<file path="config.mk">
export PLATFORM = sky130hd
export DESIGN_NAME = pn_sched
export DESIGN_NICKNAME = d
export VERILOG_FILES = /design/src/rtl/pn_sched_pkg.sv /design/src/rtl/pn_pair_arb.sv /design/src/rtl/pn_sched.sv
export SDC_FILE = /design/constraint.sdc
export NUM_CORES = 1
export LEC_CHECK = 0
export ABC_AREA = 1
export ABC_CLOCK_PERIOD_IN_PS = 6400
export CAP_MARGIN = 20
export CORE_MARGIN = 2
export CORE_UTILIZATION = 35
export CTS_BUF_LIST = sky130_fd_sc_hd__clkbuf_8
export CTS_CLUSTER_DIAMETER = 150
export DETAILED_ROUTE_END_ITERATION = 6
export REMOVE_ABC_BUFFERS = 1
export SLEW_MARGIN = 10
export SYNTH_ARGS = -nofsm -noshare
export SYNTH_HDL_FRONTEND = slang
export SYNTH_SLANG_ARGS = --single-unit
</file>
<file path="constraint.sdc">
create_clock -name clk -period 6.4 [get_ports clk]
set_clock_uncertainty 0.2 [all_clocks]
set_input_delay 1.28 -clock clk [delete_from_list [all_inputs] [get_ports clk]]
set_output_delay 1.28 -clock clk [all_outputs]
set_load 0.1 [all_outputs]
</file>
<file path="src/rtl/pn_sched_pkg.sv">
// Shared types and helpers for the pn_sched permutation-network scheduler.
package pn_sched_pkg;

  typedef logic [1:0] port_t;

  localparam int unsigned TimeWidthDflt = 8;

  localparam int unsigned NumPorts = 4;

  function automatic logic [2:0] popcnt4(input logic [3:0] v);
    popcnt4 = 3'(v[0]) + 3'(v[1]) + 3'(v[2]) + 3'(v[3]);
  endfunction

endpackage

</file>
<file path="src/rtl/pn_pair_arb.sv">
// Combinational oldest-first 2x2 arbiter: the winner lands on the output index equal to
// its dest bit sel_i; the loser takes the other output. Ties never swap.
module pn_pair_arb
  import pn_sched_pkg::*;
#(
  parameter int unsigned     TW      = 8,
  parameter logic [TW-1:0]   MaxTime = '1
) (
  input  logic [TW-1:0] a_time_i,
  input  port_t         a_dest_i,
  input  port_t         a_src_i,
  input  logic [TW-1:0] b_time_i,
  input  port_t         b_dest_i,
  input  port_t         b_src_i,
  input  logic          sel_i,
  output logic [TW-1:0] o0_time_o,
  output port_t         o0_dest_o,
  output port_t         o0_src_o,
  output logic [TW-1:0] o1_time_o,
  output port_t         o1_dest_o,
  output port_t         o1_src_o
);

  logic [TW-1:0] key_a, key_b;
  logic          b_wins, mode, swap;

  always_comb begin
    // Empty slots (time 0) rank as the youngest possible flit.
    key_a  = (a_time_i == '0) ? MaxTime : a_time_i;
    key_b  = (b_time_i == '0) ? MaxTime : b_time_i;
    b_wins = key_b < key_a;
    mode   = b_wins ? b_dest_i[sel_i] : a_dest_i[sel_i];
    swap   = mode ? (key_a < key_b) : (key_b < key_a);
    if (swap) begin
      o0_time_o = b_time_i;
      o0_dest_o = b_dest_i;
      o0_src_o  = b_src_i;
      o1_time_o = a_time_i;
      o1_dest_o = a_dest_i;
      o1_src_o  = a_src_i;
    end else begin
      o0_time_o = a_time_i;
      o0_dest_o = a_dest_i;
      o0_src_o  = a_src_i;
      o1_time_o = b_time_i;
      o1_dest_o = b_dest_i;
      o1_src_o  = b_src_i;
    end
  end

endmodule

</file>
<file path="src/rtl/pn_sched.sv">
// Two-stage 4-port permutation-network scheduler: stage 1 steers on dest bit 1, stage 2 on
// dest bit 0, with a saturating count of deflected flits leaving the network.
module pn_sched
  import pn_sched_pkg::*;
#(
  parameter int unsigned TW = TimeWidthDflt,
  parameter int unsigned CW = 16
) (
  input  logic              clk,
  input  logic              reset_n,
  input  logic              stall,
  input  logic              in_valid,
  input  logic [4*TW-1:0]   in_time,
  input  logic [7:0]        in_dest,
  input  logic              cnt_clr,
  output logic              out_valid,
  output logic [4*TW-1:0]   out_time,
  output logic [7:0]        out_src,
  output logic [3:0]        out_defl,
  output logic [CW-1:0]     defl_cnt
);

  localparam logic [TW-1:0] MaxTime = '1;
  localparam logic [CW-1:0] CntMax = '1;

  logic [3:0][TW-1:0] in_time_a;
  logic [3:0][1:0]    in_dest_a;

  // Stage-1 arbiter outputs, index order {B.out1, B.out0, A.out1, A.out0}.
  logic [3:0][TW-1:0] st1_time;
  logic [3:0][1:0]    st1_dest, st1_src;

  // Stage-2 arbiter outputs, index = output port.
  logic [3:0][TW-1:0] st2_time;
  logic [3:0][1:0]    st2_dest, st2_src;
  logic [3:0]         st2_defl;

  logic               s1_valid_d, s1_valid_q;
  logic [3:0][TW-1:0] s1_time_d, s1_time_q;
  logic [3:0][1:0]    s1_dest_d, s1_dest_q;
  logic [3:0][1:0]    s1_src_d, s1_src_q;

  logic               out_valid_d, out_valid_q;
  logic [3:0][TW-1:0] out_time_d, out_time_q;
  logic [3:0][1:0]    out_src_d, out_src_q;
  logic [3:0]         out_defl_d, out_defl_q;

  logic [CW-1:0]      cnt_d, cnt_q;
  logic [CW:0]        cnt_sum;

  assign in_time_a = in_time;
  assign in_dest_a = in_dest;

  pn_pair_arb #(.TW(TW), .MaxTime(MaxTime)) u_arb_a (
    .a_time_i  (in_time_a[0]),
    .a_dest_i  (in_dest_a[0]),
    .a_src_i   (2'd0),
    .b_time_i  (in_time_a[1]),
    .b_dest_i  (in_dest_a[1]),
    .b_src_i   (2'd1),
    .sel_i     (1'b1),
    .o0_time_o (st1_time[0]),
    .o0_dest_o (st1_dest[0]),
    .o0_src_o  (st1_src[0]),
    .o1_time_o (st1_time[1]),
    .o1_dest_o (st1_dest[1]),
    .o1_src_o  (st1_src[1])
  );

  pn_pair_arb #(.TW(TW), .MaxTime(MaxTime)) u_arb_b (
    .a_time_i  (in_time_a[2]),
    .a_dest_i  (in_dest_a[2]),
    .a_src_i   (2'd2),
    .b_time_i  (in_time_a[3]),
    .b_dest_i  (in_dest_a[3]),
    .b_src_i   (2'd3),
    .sel_i     (1'b1),
    .o0_time_o (st1_time[2]),
    .o0_dest_o (st1_dest[2]),
    .o0_src_o  (st1_src[2]),
    .o1_time_o (st1_time[3]),
    .o1_dest_o (st1_dest[3]),
    .o1_src_o  (st1_src[3])
  );

  // Pair C joins the two out0 legs (ports 0/1), pair D the two out1 legs (ports 2/3).
  pn_pair_arb #(.TW(TW), .MaxTime(MaxTime)) u_arb_c (
    .a_time_i  (s1_time_q[0]),
    .a_dest_i  (s1_dest_q[0]),
    .a_src_i   (s1_src_q[0]),
    .b_time_i  (s1_time_q[2]),
    .b_dest_i  (s1_dest_q[2]),
    .b_src_i   (s1_src_q[2]),
    .sel_i     (1'b0),
    .o0_time_o (st2_time[0]),
    .o0_dest_o (st2_dest[0]),
    .o0_src_o  (st2_src[0]),
    .o1_time_o (st2_time[1]),
    .o1_dest_o (st2_dest[1]),
    .o1_src_o  (st2_src[1])
  );

  pn_pair_arb #(.TW(TW), .MaxTime(MaxTime)) u_arb_d (
    .a_time_i  (s1_time_q[1]),
    .a_dest_i  (s1_dest_q[1]),
    .a_src_i   (s1_src_q[1]),
    .b_time_i  (s1_time_q[3]),
    .b_dest_i  (s1_dest_q[3]),
    .b_src_i   (s1_src_q[3]),
    .sel_i     (1'b0),
    .o0_time_o (st2_time[2]),
    .o0_dest_o (st2_dest[2]),
    .o0_src_o  (st2_src[2]),
    .o1_time_o (st2_time[3]),
    .o1_dest_o (st2_dest[3]),
    .o1_src_o  (st2_src[3])
  );

  always_comb begin
    for (int j = 0; j < NumPorts; j++) begin
      st2_defl[j] = (st2_time[j] != '0) && (st2_dest[j] != 2'(j));
    end
  end

  always_comb begin
    s1_valid_d  = s1_valid_q;
    s1_time_d   = s1_time_q;
    s1_dest_d   = s1_dest_q;
    s1_src_d    = s1_src_q;
    out_valid_d = out_valid_q;
    out_time_d  = out_time_q;
    out_src_d   = out_src_q;
    out_defl_d  = out_defl_q;
    if (!stall) begin
      s1_valid_d  = in_valid;
      s1_time_d   = in_valid ? st1_time : '0;
      s1_dest_d   = in_valid ? st1_dest : '0;
      s1_src_d    = in_valid ? st1_src : '0;
      out_valid_d = s1_valid_q;
      out_time_d  = st2_time;
      out_src_d   = st2_src;
      out_defl_d  = st2_defl;
    end
  end

  // The count tracks the bundle being loaded into the output regs on the same edge.
  always_comb begin
    cnt_sum = {1'b0, cnt_q} + (CW + 1)'(popcnt4(st2_defl));
    cnt_d   = cnt_q;
    if (cnt_clr) begin
      cnt_d = '0;
    end else if (!stall && s1_valid_q) begin
      cnt_d = cnt_sum[CW] ? CntMax : cnt_sum[CW-1:0];
    end
  end

  always_ff @(posedge clk or negedge reset_n) begin
    if (!reset_n) begin
      s1_valid_q  <= 1'b0;
      s1_time_q   <= '0;
      s1_dest_q   <= '0;
      s1_src_q    <= '0;
      out_valid_q <= 1'b0;
      out_time_q  <= '0;
      out_src_q   <= '0;
      out_defl_q  <= '0;
      cnt_q       <= '0;
    end else begin
      s1_valid_q  <= s1_valid_d;
      s1_time_q   <= s1_time_d;
      s1_dest_q   <= s1_dest_d;
      s1_src_q    <= s1_src_d;
      out_valid_q <= out_valid_d;
      out_time_q  <= out_time_d;
      out_src_q   <= out_src_d;
      out_defl_q  <= out_defl_d;
      cnt_q       <= cnt_d;
    end
  end

  assign out_valid = out_valid_q;
  assign out_time  = out_time_q;
  assign out_src   = out_src_q;
  assign out_defl  = out_defl_q;
  assign defl_cnt  = cnt_q;

endmodule

</file>
Yosys cells after proc, flatten, opt, wreduce, memory -nomap -nowiden
Cells that the tools add are included.
{"block": "word_totals", "ff_bits": 110, "in_bits": 45, "out_inout_bits": 61, "word_cells": 105}
{"block": "classes", "add_sub_neg": 4, "n_lt_le_gt_ge": 8, "n_eq_ne": 3, "n_mux": 46, "reduce_logical": 20}
{"op": "8-bit two-way mux", "count": 18}
{"op": "8-bit logical NOT", "count": 8}
{"op": "8-bit < comparator", "count": 8}
{"op": "16-bit two-way mux", "count": 3}
{"op": "32-bit two-way mux", "count": 1}
{"op": "8-bit nonzero test", "count": 4}
{"op": "2-bit two-way mux", "count": 12}
{"op": "16-bit by 3-bit adder with 17-bit output", "count": 1}
{"op": "1-bit two-way mux", "count": 12}
{"op": "1-bit logical AND", "count": 5}
{"op": "2-bit inequality test (second input constant)", "count": 2}
{"op": "2-bit nonzero test", "count": 2}
{"op": "2-bit by 1-bit adder with 3-bit output", "count": 1}
{"op": "3-bit by 1-bit adder with 3-bit output", "count": 1}
{"op": "1-bit by 1-bit adder with 2-bit output", "count": 1}
{"op": "2-bit by 1-bit inequality test with 1-bit output (second input constant)", "count": 1}
{"op": "1-bit logical NOT", "count": 1}

Logic depth before layout (Yosys ltp)
Gate-level depths: netlist of the first run.
{"block": "depth", "word_depth": 15, "depth_mapped": 36, "depth_no_buf": 35}

By module
From an unflattened synthesis of the first run, not the netlist that was laid out.
{"block": "unflattened", "hier_cells": 1163, "hier_area_um2": 8373.0}
{"mod": "pn_sched", "instances": 1, "cells_each": 575, "area_each_um2": 4849.7, "seq_area_each_um2": 2752.6}
{"mod": "pn_pair_arb", "instances": 4, "cells_each": 147, "area_each_um2": 880.8, "seq_area_each_um2": 0.0}

Worst setup path after synthesis of the first run
Ideal clock, no wire load.
{"block": "synth_timing", "path_type": "reg-to-reg", "startpoint": "register s1_time_q[5] (netlist bit)", "endpoint": "register cnt_q[14], in the netlist defl_cnt[14]", "setup_time_ns": 0.121, "t_arrival_ns": 4.459, "t_required_ns": 6.079, "slack_ns": 1.620, "path_stages_with_launch": 28, "n_path_buf": 1, "synth_period_minus_slack_ns": 4.780, "cell_sequence": "dfrtp_1 nor4_1 nand4_1 inv_1 nor2_1 ha_1 a21o_1 nor2_4 nand3_4 nand2_4 buf_6 nand2_1 nand2_1 nand2_1 nor2_1 a21boi_1 fa_1 inv_1 fa_1 inv_1 fa_1 nand3_1 nor3_2 nand3_2 nor4_2 xor2_1 o21ai_1 nand2_1"}
{"block": "synth_between", "elab_chain_len": 15, "elab_cells_between_ends": 23, "classes_between": "add/sub (4); order compare (2); eq/ne (1); mux (10); reduce/logical (6)"}
{"element": "start: declaration", "line": "pn_sched.sv:39", "source": "logic [3:0][TW-1:0] s1_time_d, s1_time_q;"}
{"element": "start signal: assignment", "line": "pn_sched.sv:170", "source": "s1_time_q <= s1_time_d;"}
{"element": "8-bit logical NOT", "line": "pn_pair_arb.sv:29", "source": "key_a = (a_time_i == '0) ? MaxTime : a_time_i;"}
{"element": "8-bit two-way mux", "line": "pn_pair_arb.sv:29"}
{"element": "8-bit < comparator", "line": "pn_pair_arb.sv:31, pn_pair_arb.sv:33"}
{"element": "1-bit two-way mux", "line": "pn_pair_arb.sv:32", "source": "mode = b_wins ? b_dest_i[sel_i] : a_dest_i[sel_i];"}
{"element": "1-bit two-way mux", "line": "pn_pair_arb.sv:33", "source": "swap = mode ? (key_a < key_b) : (key_b < key_a);"}
{"element": "8-bit two-way mux / 2-bit two-way mux (equally long branches)", "line": "pn_pair_arb.sv:34", "source": "if (swap) begin"}
{"element": "8-bit nonzero test / 2-bit nonzero test (equally long branches)", "line": "pn_sched.sv:121", "source": "st2_defl[j] = (st2_time[j] != '0) && (st2_dest[j] != 2'(j));"}
{"element": "1-bit logical AND (*)", "line": "pn_sched.sv:121"}
{"element": "net st2_defl[0]", "line": "pn_sched.sv:36", "source": "logic [3:0] st2_defl;"}
{"element": "1-bit by 1-bit adder with 2-bit output (*)", "line": "pn_sched_pkg.sv:11", "source": "popcnt4 = 3'(v[0]) + 3'(v[1]) + 3'(v[2]) + 3'(v[3]);"}
{"element": "2-bit by 1-bit adder with 3-bit output (*)", "line": "pn_sched_pkg.sv:11"}
{"element": "3-bit by 1-bit adder with 3-bit output (*)", "line": "pn_sched_pkg.sv:11"}
{"element": "16-bit by 3-bit adder with 17-bit output (*)", "line": "pn_sched.sv:148", "source": "cnt_sum = {1'b0, cnt_q} + (CW + 1)'(popcnt4(st2_defl));"}
{"element": "16-bit two-way mux (*)", "line": "pn_sched.sv:153", "source": "cnt_d = cnt_sum[CW] ? CntMax : cnt_sum[CW-1:0];"}
{"element": "16-bit two-way mux (*)", "line": "pn_sched.sv:152", "source": "end else if (!stall && s1_valid_q) begin"}
{"element": "16-bit two-way mux (*)", "line": "pn_sched.sv:150", "source": "if (cnt_clr) begin"}
{"element": "end signal: assignment", "line": "pn_sched.sv:177", "source": "cnt_q <= cnt_d;"}
{"element": "end: declaration", "line": "pn_sched.sv:48", "source": "logic [CW-1:0] cnt_d, cnt_q;"}
The timed path passes the listed nets; every way through them passes the cells marked *. The select of a mux whose other input is x is not followed.
A chain may end at the register's enable or synchronous reset.

Worst setup path in the final report of the first run
{"block": "layout_timing", "startpoint": "register s1_time_q[5] (netlist bit)", "endpoint": "register cnt_q[5], in the netlist defl_cnt[5]"}
The elaborated chain is that of the path after synthesis.

==> metrics.csv, run 1 <==
stage,metric,value,unit
critical_path,element type at the critical path start,flop,
logic_synthesis,Mapped Cells,889,
critical_path,CP Data Required Time,6.52,ns
detailed_routing,DRT iter0 DRCs,441,
finish,fin nets,1057,
floorplanning,Die X,142,um
finish,Fillers,1903,
critical_path,critical path data arrival time,5.54,ns
clock_tree,CTS Hold Bufs,0,
detailed_routing,remaining antenna violation count,0,
timing,min Tclk post-route,5.42,ns
critical_path,CP endpoint kind,flop,
finish,ANT cells,0,
logic_synthesis,top post-synthesis cells by area,"dfrtp_1 40%, nand2_1 14%, nand3_1 7.4%",
placement,GPL Wtd Cong,0.911,
finish,"commonest non-fill, non-tap cell in the layout",nand2_1,
critical_path,max incr delay on CP,0.52,ns
timing,fmax,185,MHz
min_path,Hold Path Cell Cnt,2,
detailed_routing,WL per Instance,15.4,um
finish,layout cells sized above 1,5.61,%
critical_path,Worst R2R Path Depth,26,
critical_path,top cell family by delay on the critical path,simple AND/OR/NAND/NOR gates,
timing,Max Slew Vio Count,0,
floorplanning,Die Y-Extent,142,um
power,Sw Ratio,55.4,%
logic_synthesis,largest area contributor in the netlist,dfrtp_1,
clock_tree,post_cts resized,0,
power,VDD IR max,308,uV
grt,Tot GR Track Use,19.3,%
finish,area growth from synthesis to layout,21.4,%
critical_path,Crit path depth,26,
detailed_routing,DR DRC count,0,
floorplanning,Starting Density,35.6,%
grt,total global routing overflow,0,
clock_tree,clk buf depth,2,
power,NetSw,0.00205,W
power,Leakage Power,3.88,nW
floorplanning,# rows,50,
timing,worst setup margin,0.983,ns
critical_path,WP buf/inv,3,
timing,Final Cycle Share,84.6,%
finish,most frequent cells in the layout,"243 x nand2_1, 106 x dfrtp_1, 103 x clkdlybuf4s50_1, 99 x nand3_1, 97 x inv_1",
detailed_routing,final wirelength,18700,um
logic_synthesis,Post-Syn Area per Cell,7.49,um^2
logic_synthesis,YS warnings,0,
grt,vias in the first global route,5661,
clock_tree,TritonCTS clock tree,yes,
min_path,Hold Crit Class,flop to flop,
clock_tree,Worst-Skew Late Latency,0.40,ns
grt,largest net degree at the start of global routing,98,
critical_path,crit-path max FO,26,
timing,Slew HR,26.8,%
critical_path,"slowest stage cell, crit path",fa_1,
timing,final setup vio count,0,
timing,Setup TNS,0,ns
placement,Port Buffers,105,
timing,Final Hold Viols,0,
power,sequential share of power,25.4,%
detailed_routing,vias per cell,5.08,
finish,design area,8090,um^2
logic_synthesis,Synth top area share,39.8,%
clock_tree,H-Tree Level Count,3,
floorplanning,die area,20100,um^2
logic_synthesis,"EDFF count, synth",0,
placement,pre-CTS setup slack,1.00,ns
clock_tree,"Setup Fix Bufs, Post-CTS",0,
timing,RSZ-0062 raised after global routing,false,
logic_synthesis,sequential area share after synthesis,39.8,%
placement,dpl cell area,7870,um^2
logic_synthesis,Mapped Area,6660,um^2
floorplanning,core area,18700,um^2
clock_tree,clk slew on worst S/H paths,0.11,ns
critical_path,Setup CP Type,flop to flop,
floorplanning,# IOs,106,
power,total internal power,0.00165,W
timing,measured slew at the worst slew-check pin,1.10,ns
power,clock share of power,12.7,%
power,ratio of total power to cell area,457,nW/um^2
power,Gate power share,61.9,%
run,MaxCap Viol Count,0,
detailed_routing,Vias,6169,
placement,post-DP HPWL,14100,um
grt,antenna violations before repair,0,
clock_tree,clk root buf,clkbuf_8,
clock_tree,Num CTS Buffers,9,
logic_synthesis,asr flop ratio synth,100,%
logic_synthesis,Seq cells post-synth,106,
finish,FF/Latch Area,2650,um^2
status,status,finished clean,
logic_synthesis,Cell variety after synth,40,
finish,multi-input logic area,3470,um^2
detailed_routing,DRT Pass-1 Iters,5,
clock_tree,CTS Sinks,106,
grt,global-route wire length before repair,30600,um
logic_synthesis,Most used DFF post-synth,dfrtp_1,
cell usage after synthesis (all sizes together), types with 7 or more instances:
cell,instances
a21oi,15
buf,16
clkbuf,17
dfrtp,106
ha,33
inv,100
nand2,251
nand3,103
nand4,11
nor2,82
o211ai,22
o21ai,75
o221ai,16
xor2,7
path summary, 6_finish.rpt:
check	start	to	slack, ns
worst min register to register	out_valid	out_valid	0.29
max in group asynchronous	reset_n	s1_time_q[16]	4.16
min in group asynchronous	reset_n	out_time[22]	0.73
worst max register to register	s1_time_q[5]	defl_cnt[5]	0.98
worst max-delay path	s1_time_q[5]	defl_cnt[5]	0.98
worst min-delay path	out_valid	out_valid	0.29
routing by layer:
layer / vias to the layer above / track usage [%] / part of all wire, % / wire length [um]
met2: 152 / 28.7 / 43 / 8060
met3: 22 / 2.42 / 4.1 / 772
met5: - / 0 / 0 / 0
met1: 2880 / 28.7 / 51 / 9490
met4: 0 / 6.79 / 2.1 / 386
li1: 3115 / - / - / -
layout make-up:
type	count	area share, %
clock inverter	5	0.975
multi-input combinational	650	43.0
timing repair buffer	109	13.3
tap	234	3.62
clock buffer	10	1.70
inverter	100	4.64
sequential	106	32.8
registers in the layout, indices dropped and copies added, names as in the netlist:
signal      flops
s1_dest_q       8
out_defl        4
out_valid       1
out_src         8
out_time       32
s1_time_q      32
s1_valid_q      1
defl_cnt       16
s1_src_q        4
power groups by stage:
stage                     clock network, W  logic [W]  registers [W]
after CTS                         0.000483    0.00230       0.000941
after global routing              0.000507    0.00248       0.000959
final                             0.000467    0.00229       0.000939
after detailed placement                 0    0.00229       0.000953
after global placement                   0    0.00229       0.000948
after floorplan                          0   0.000789        0.00188
metrics by stage:
step / utilization (%) / instances / hold slack [ns] / power (W)
detailed placement: 42.1 / 1199 / 0.269 / 0.00325
CTS: 43.2 / 1214 / 0.295 / 0.00372
global placement: 42.1 / 1199 / 0.266 / 0.00323
finish: 43.2 / 1214 / 0.287 / 0.00369
global route: 43.2 / 1214 / 0.302 / 0.00395
floorplan: - / 856 / 0.265 / 0.00267
worst register-to-register path, cell delays in order (launching register included):
cell and delay [ns]:
dfrtp_1 0.41, nor4_1 0.27, nand4_1 0.14, inv_1 0.18, nor2_1 0.07, ha_1 0.29, a21oi_1 0.19, nor2_2 0.07
nor2_4 0.12, nand3_4 0.20, nand2_4 0.29, nand2_1 0.08, nand2_1 0.10, nand2_1 0.07, nor2_1 0.18, a21boi_1 0.16
fa_1 0.52, inv_1 0.05, fa_1 0.35, inv_1 0.09, fa_1 0.20, nand3_1 0.12, nor3_2 0.24, nand3_1 0.19
nor2_2 0.31, o21ai_0 0.14, o21ai_0 0.12
kinds of logic (layout without fill, tap and decap cells):
family / after synthesis / count (layout) / share of synthesized area [%]
simple gates: 466 / 466 / 31.3
compound gates: 141 / 141 / 12.7
buf+inv: 133 / 224 / 8.10
flops: 106 / 106 / 39.8
fa+ha+maj: 36 / 36 / 7.10
xor+xnor: 7 / 7 / 0.921
Note: power is estimated with default switching activity, not from simulation.
==> inputs of run 2 (changes only) <==
Settings changed: ABC_CLOCK_PERIOD_IN_PS 6400 to 5450.
Clock period 6.4 ns to 5.45 ns, I/O delays scaled along.
==> run 2 against run 1 <==
  * Register-to-register slack worse by 0.67 ns
  * Sequential power is 17% higher
  * Combinational power grew 31%
  * Global-route usage rose by 0.78 points
  * Flip-flop and latch count stayed put
  * Via count up 4.4%
  * Routed wire length rose by 6.8%
  * Count of clock-buffer cells in the layout stayed put
  * Die area unchanged
  * Clock power decreased by 3%
  * Utilization grew 2.8 points
  * Largest cell class unchanged
==> metrics.csv, run 2 (synthesis results as in run 1) <==
stage,metric,value,unit,change
status,status,finished clean,,
finish,ANT cells,0,,unchanged
timing,Max Slew Vio Count,0,,unchanged
timing,Final Hold Viols,0,,unchanged
timing,measured slew at the worst slew-check pin,1.01,ns,-0.0846 ns
critical_path,critical path data arrival time,5.28,ns,-0.26 ns
placement,post-DP HPWL,14300,um,+1.5%
finish,fin nets,1099,,+4.0%
power,VDD IR max,328,uV,+6.6%
floorplanning,Die Y-Extent,142,um,unchanged
clock_tree,CTS Sinks,106,,unchanged
placement,pre-CTS setup slack,0.0537,ns,-0.948 ns
finish,Non-Filler Instances,1255,,+3.4%
min_path,Hold Path Cell Cnt,2,,unchanged
grt,largest net degree at the start of global routing,98,,unchanged
finish,"commonest non-fill, non-tap cell in the layout",nand2_1,,
detailed_routing,remaining antenna violation count,0,,unchanged
finish,most frequent cells in the layout,"242 x nand2_1, 105 x dfrtp_1, 103 x clkdlybuf4s50_1, 96 x nand3_1, 94 x inv_1",,
finish,layout cells sized above 1,11.8,%,+6.1 points
finish,Fillers,1869,,-1.8%
placement,placed cells,1212,,+1.1%
critical_path,R2R Path Start,s1_time_q[30],,
critical_path,crit-path max FO,7,,-73%
detailed_routing,WL per Instance,15.9,um,+3.3%
run,MaxCap Viol Count,0,,unchanged
critical_path,Worst R2R Path Depth,27,,+3.8%
min_path,hold path startpoint,out_defl[0],,
detailed_routing,final wirelength,20000,um,+6.8%
clock_tree,Worst-Skew Late Latency,0.40,ns,about the same
grt,total global routing overflow,0,,unchanged
grt,antenna violations before repair,0,,unchanged
critical_path,CP endpoint kind,flop,,
floorplanning,# IOs,106,,unchanged
detailed_routing,DR DRC count,0,,unchanged
timing,worst setup margin,0.316,ns,-0.668 ns
grt,GRT met2 Usage,30.1,%,+1.4 points
min_path,Hold Crit Class,flop to flop,,
critical_path,Setup CP Type,flop to flop,,
clock_tree,TritonCTS clock tree,yes,,
detailed_routing,vias per cell,5.13,,+1.0%
floorplanning,die area,20100,um^2,unchanged
critical_path,reg2reg end,defl_cnt[14],,
floorplanning,Starting Density,35.6,%,unchanged
detailed_routing,DRT iter0 DRCs,560,,+27%
timing,fmax,195,MHz,+5.5%
clock_tree,H-Tree Level Count,3,,unchanged
placement,Port Buffers,105,,unchanged
floorplanning,core area,18700,um^2,unchanged
timing,Final Cycle Share,94.2,%,+9.6 points
power,Leakage Power,4.10,nW,+5.5%
detailed_routing,DRT Pass-1 Iters,5,,unchanged
timing,final setup vio count,0,,unchanged
critical_path,worst reg-to-reg setup slack,0.32,ns,-0.67 ns
clock_tree,clk buf depth,2,,unchanged
grt,vias in the first global route,5998,,+6.0%
grt,GR Util met1,29.1,%,+0.34 points
power,ratio of total power to cell area,530,nW/um^2,+16%
clock_tree,clk root buf,clkbuf_8,,
timing,Setup TNS,0,ns,unchanged
floorplanning,# rows,50,,unchanged
grt,global-route wire length before repair,31700,um,+3.8%
timing,min Tclk post-route,5.13,ns,-0.282 ns
critical_path,CP Data Required Time,5.59,ns,-0.93 ns
grt,Tot GR Track Use,20.0,%,+0.78 points
floorplanning,Die X,142,um,unchanged
critical_path,element type at the critical path start,flop,,
finish,area growth from synthesis to layout,29.2,%,
placement,GPL Wtd Cong,0.895,,-1.7%
min_path,Hold Path End,out_defl[0],,
clock_tree,CTS Hold Bufs,0,,unchanged
clock_tree,Num CTS Buffers,9,,unchanged
grt,M3 GR Usage,4.00,%,+1.6 points
timing,Slew HR,32.3,%,+5.5 points
grt,gr busiest metal,met2,,
detailed_routing,Vias,6441,,+4.4%
clock_tree,clk slew on worst S/H paths,0.11,ns,about the same
==> run 2: cell count changes in the layout (fill, tap and decap cells not counted), moves of 3 or more <==
cell	delta
nor4_1	-3
nor2_1	-4
inv_2	+3
a21oi_2	+3
nor2_4	+5
nand2_8	+4
buf_4	+32
buf_6	+3
nand3_4	+3
inv_1	-3
nand3_1	-3
a21oi_1	-5
==> run 2: report_power, final <==
group | total (W) | switching [W] | internal, W
Sequential | 0.00110 | 0.000125 | 0.000979
Clock | 0.000455 | 0.000280 | 0.000175
Combinational | 0.00300 | 0.00214 | 0.000862
Total | 0.00456 | 0.00254 | 0.00202
==> run 2: timing repair <==
item / 4_1_cts / 5_1_grt
resized for setup: 0 / 47
setup endpoints to repair: 0 / 16
buffers inserted: 0 / 23
==> run 2: final cells by class <==
| class | count | area [um^2] | area share, % |
|---|---|---|---|
| multi-input cells | 655 | 3720 | 43.2 |
| clock buffers | 10 | 138 | 1.60 |
| repair buffers | 146 | 1400 | 16.2 |
| flip-flops and latches | 106 | 2650 | 30.8 |
| well taps | 234 | 293 | 3.40 |
| clock inverters | 4 | 30.0 | 0.349 |
| inverters | 100 | 375 | 4.36 |
==> run 2: per-stage QoR <==
stage                     total power, W  hold WS, ns  instance area [um^2]  utilization, %
final                            0.00456        0.285                  8610            46.0
after global routing             0.00487        0.305                  8610            46.0
after CTS                        0.00430        0.291                  8130            43.5
after detailed placement         0.00383        0.264                  7970            42.6
after global placement           0.00382        0.266                  7970            42.6
after floorplan                  0.00313        0.265                  6490               -
==> run 2: per-layer routing <==
| layer | wire [um] | part of all wire [%] | vias up |
|---|---|---|---|
| met3 | 1160 | 5.8 | 33 |
| met2 | 8790 | 44 | 226 |
| met1 | 9570 | 48 | 2970 |
| met5 | 0 | 0 | - |
| li1 | - | - | 3212 |
| met4 | 467 | 2.3 | 0 |
==> run 2: critical path, cell delays in order (launching register included) <==
cell,delay (ns)
dfrtp_2,0.44
nor4_2,0.27
nand4_1,0.16
inv_2,0.14
nor2_1,0.07
ha_1,0.32
a21o_1,0.23
nor2_4,0.15
nand2_4,0.09
nand2_8,0.09
nand2_8,0.07
buf_6,0.13
buf_4,0.12
o21ai_0,0.06
o21ai_1,0.11
a21boi_2,0.17
fa_1,0.48
inv_1,0.05
fa_2,0.33
inv_2,0.08
fa_2,0.24
nand3_4,0.08
nor3_4,0.32
nand3_4,0.17
nor4_4,0.18
xor2_1,0.17
o21ai_1,0.07
nand2_1,0.10
==> run 2: worst max-delay path by stage <==
stage | to | start
finish | defl_cnt[14] | s1_time_q[30]
global route | defl_cnt[13] | s1_time_q[30]
global placement | defl_cnt[5] | s1_time_q[5]
floorplan | defl_cnt[14] | s1_time_q[5]
CTS | defl_cnt[8] | s1_time_q[5]
detailed placement | defl_cnt[8] | s1_time_q[5]
==> inputs of run 3 (changes only) <==
Settings changed: CTS_CLUSTER_DIAMETER 150 to 200, SETUP_SLACK_MARGIN set to 0.15.
==> run 3 against run 2 <==
  * Count of clock-buffer cells in the layout stayed put
  * Via count is 2.0% higher
  * Utilization is 1.4 points higher
  * Total power is 5.1% higher
  * Global-route usage hardly changed
  * Worst setup slack better by 0.042 ns
  * Clock power hardly changed
  * First-iteration DRC count is 1.6% higher
  * Combinational power is 7.7% higher
  * Critical path depth stayed put
  * Sequential share of layout area is 0.89 points lower
  * Critical path type unchanged
  * Critical endpoint unchanged
  * Highest routed layer unchanged
==> metrics.csv, run 3 (synthesis results as in run 1) <==
stage,metric,value,unit,change
clock_tree,CTS Hold Bufs,0,,unchanged
placement,Port Buffers,105,,unchanged
timing,Max Slew Vio Count,0,,unchanged
grt,largest net degree at the start of global routing,98,,unchanged
detailed_routing,final wirelength,20500,um,+2.7%
finish,layout cells sized above 1,15.2,%,+3.4 points
detailed_routing,DR DRC count,0,,unchanged
finish,most frequent cells in the layout,"231 x nand2_1, 105 x dfrtp_1, 103 x clkdlybuf4s50_1, 95 x nand3_1, 94 x inv_1",,
critical_path,crit-path max FO,7,,unchanged
timing,Setup TNS,0,ns,unchanged
placement,dpl cell area,7970,um^2,unchanged
min_path,Hold Path Cell Cnt,2,,unchanged
detailed_routing,WL per Instance,16.1,um,+1.2%
timing,Final Hold Viols,0,,unchanged
finish,ANT cells,0,,unchanged
finish,area growth from synthesis to layout,33.1,%,
critical_path,Crit path depth,27,,unchanged
placement,GPL Wtd Cong,0.895,,unchanged
floorplanning,die area,20100,um^2,unchanged
finish,Fillers,1830,,-2.1%
finish,FF/Latch Area,2650,um^2,unchanged
power,ratio of total power to cell area,541,nW/um^2,+2.0%
grt,Tot GR Track Use,20.0,%,-0.022 points
finish,multi-input logic area,3800,um^2,+2.0%
detailed_routing,Vias,6572,,+2.0%
clock_tree,H-Tree Level Count,3,,unchanged
timing,Slew HR,31.8,%,-0.58 points
detailed_routing,remaining antenna violation count,0,,unchanged
critical_path,max incr delay on CP,0.47,ns,about the same
timing,RSZ-0062 raised after global routing,true,,
timing,fmax,196,MHz,+0.83%
detailed_routing,DRT Pass-1 Iters,5,,unchanged
finish,Util after Layout,47.4,%,+1.4 points
run,MaxCap Viol Count,0,,unchanged
finish,design area,8860,um^2,+3.0%
grt,antenna violations before repair,0,,unchanged
placement,post-DP HPWL,14300,um,unchanged
critical_path,CP endpoint kind,flop,,
clock_tree,Num CTS Buffers,9,,unchanged
timing,measured slew at the worst slew-check pin,1.02,ns,+0.00865 ns
clock_tree,clk slew on worst S/H paths,0.11,ns,about the same
critical_path,CP Data Required Time,5.59,ns,about the same
finish,fin nets,1118,,+1.7%
finish,"commonest non-fill, non-tap cell in the layout",nand2_1,,
clock_tree,Worst-Skew Late Latency,0.40,ns,about the same
clock_tree,clk buf depth,2,,unchanged
timing,min Tclk post-route,5.09,ns,-0.0424 ns
floorplanning,Die Y-Extent,142,um,unchanged
detailed_routing,DRT iter0 DRCs,569,,+1.6%
detailed_routing,vias per cell,5.16,,+0.51%
clock_tree,TritonCTS clock tree,yes,,
floorplanning,Starting Density,35.6,%,unchanged
floorplanning,# IOs,106,,unchanged
grt,total global routing overflow,0,,unchanged
critical_path,WP buf/inv,5,,unchanged
timing,final setup vio count,0,,unchanged
floorplanning,Die X,142,um,unchanged
critical_path,Worst R2R Path Depth,27,,unchanged
grt,global-route wire length before repair,31700,um,about the same
power,Leakage Power,4.23,nW,+3.3%
clock_tree,CTS Sinks,106,,unchanged
critical_path,"slowest stage cell, crit path",fa_1,,
status,status,finished clean,,
critical_path,top cell family by delay on the critical path,simple AND/OR/NAND/NOR gates,,
grt,vias in the first global route,5995,,-0.050%
critical_path,Setup CP Type,flop to flop,,
critical_path,critical path data arrival time,5.24,ns,-0.04 ns
power,VDD IR max,346,uV,+5.3%
floorplanning,# rows,50,,unchanged
floorplanning,core area,18700,um^2,unchanged
timing,Final Cycle Share,93.4,%,-0.78 points
clock_tree,clk root buf,clkbuf_8,,
min_path,Hold Crit Class,flop to flop,,
critical_path,element type at the critical path start,flop,,
## run 3: per-stage QoR
step	hold slack (ns)	power, W	instances	setup WS (ns)
after floorplan	0.265	0.00313	856	0.599
after global placement	0.266	0.00382	1212	0.129
after detailed placement	0.264	0.00383	1212	0.0537
after CTS	0.291	0.00431	1226	0.152
after global routing	0.304	0.00509	1274	0.0239
final	0.285	0.00479	1274	0.358
## run 3: layer usage
layer	vias to the layer above	GRT usage, %	wire (um)
met5	-	0	0
met4	0	6.32	486
met3	37	4.00	1110
met2	225	30.0	9170
met1	3062	29.0	9760
li1	3248	-	-
## run 3: final timing paths
check,to,start,slack [ns]
max in group asynchronous,s1_time_q[30],reset_n,3.39
min,out_defl[0],out_defl[0],0.29
max,defl_cnt[14],s1_time_q[30],0.36
max reg2reg,defl_cnt[14],s1_time_q[30],0.36
min reg2reg,out_defl[0],out_defl[0],0.29
min in group asynchronous,out_time[28],reset_n,0.55
## run 3: power by group
group	internal [W]	switching [W]	leakage, nW	total (W)
combinational	0.00101	0.00223	2.78	0.00323
sequential	0.000979	0.000125	1.37	0.00110
clock	0.000175	0.000282	0.0842	0.000456
## run 3: cell type report
type | count | share of cell area [%]
flip-flops and latches | 106 | 29.9
clock buffers | 10 | 1.55
inverters | 100 | 4.24
multi-input cells | 654 | 42.8
clock inverters | 4 | 0.339
repair buffers | 166 | 17.8
well taps | 234 | 3.30
## run 3: worst min-delay path: cells and delay by family, from the launching register on
family | cells | cell delay, ns
flops | 1 | 0.36
simple gates | 2 | 0.10
## run 3: what timing repair did
| action | CTS | global route |
|---|---|---|
| gates resized for setup | 2 | 79 |
| gates cloned | 0 | 5 |
| setup buffers | 0 | 42 |
| pin swaps | 1 | 39 |
| setup endpoints to repair | 15 | 16 |
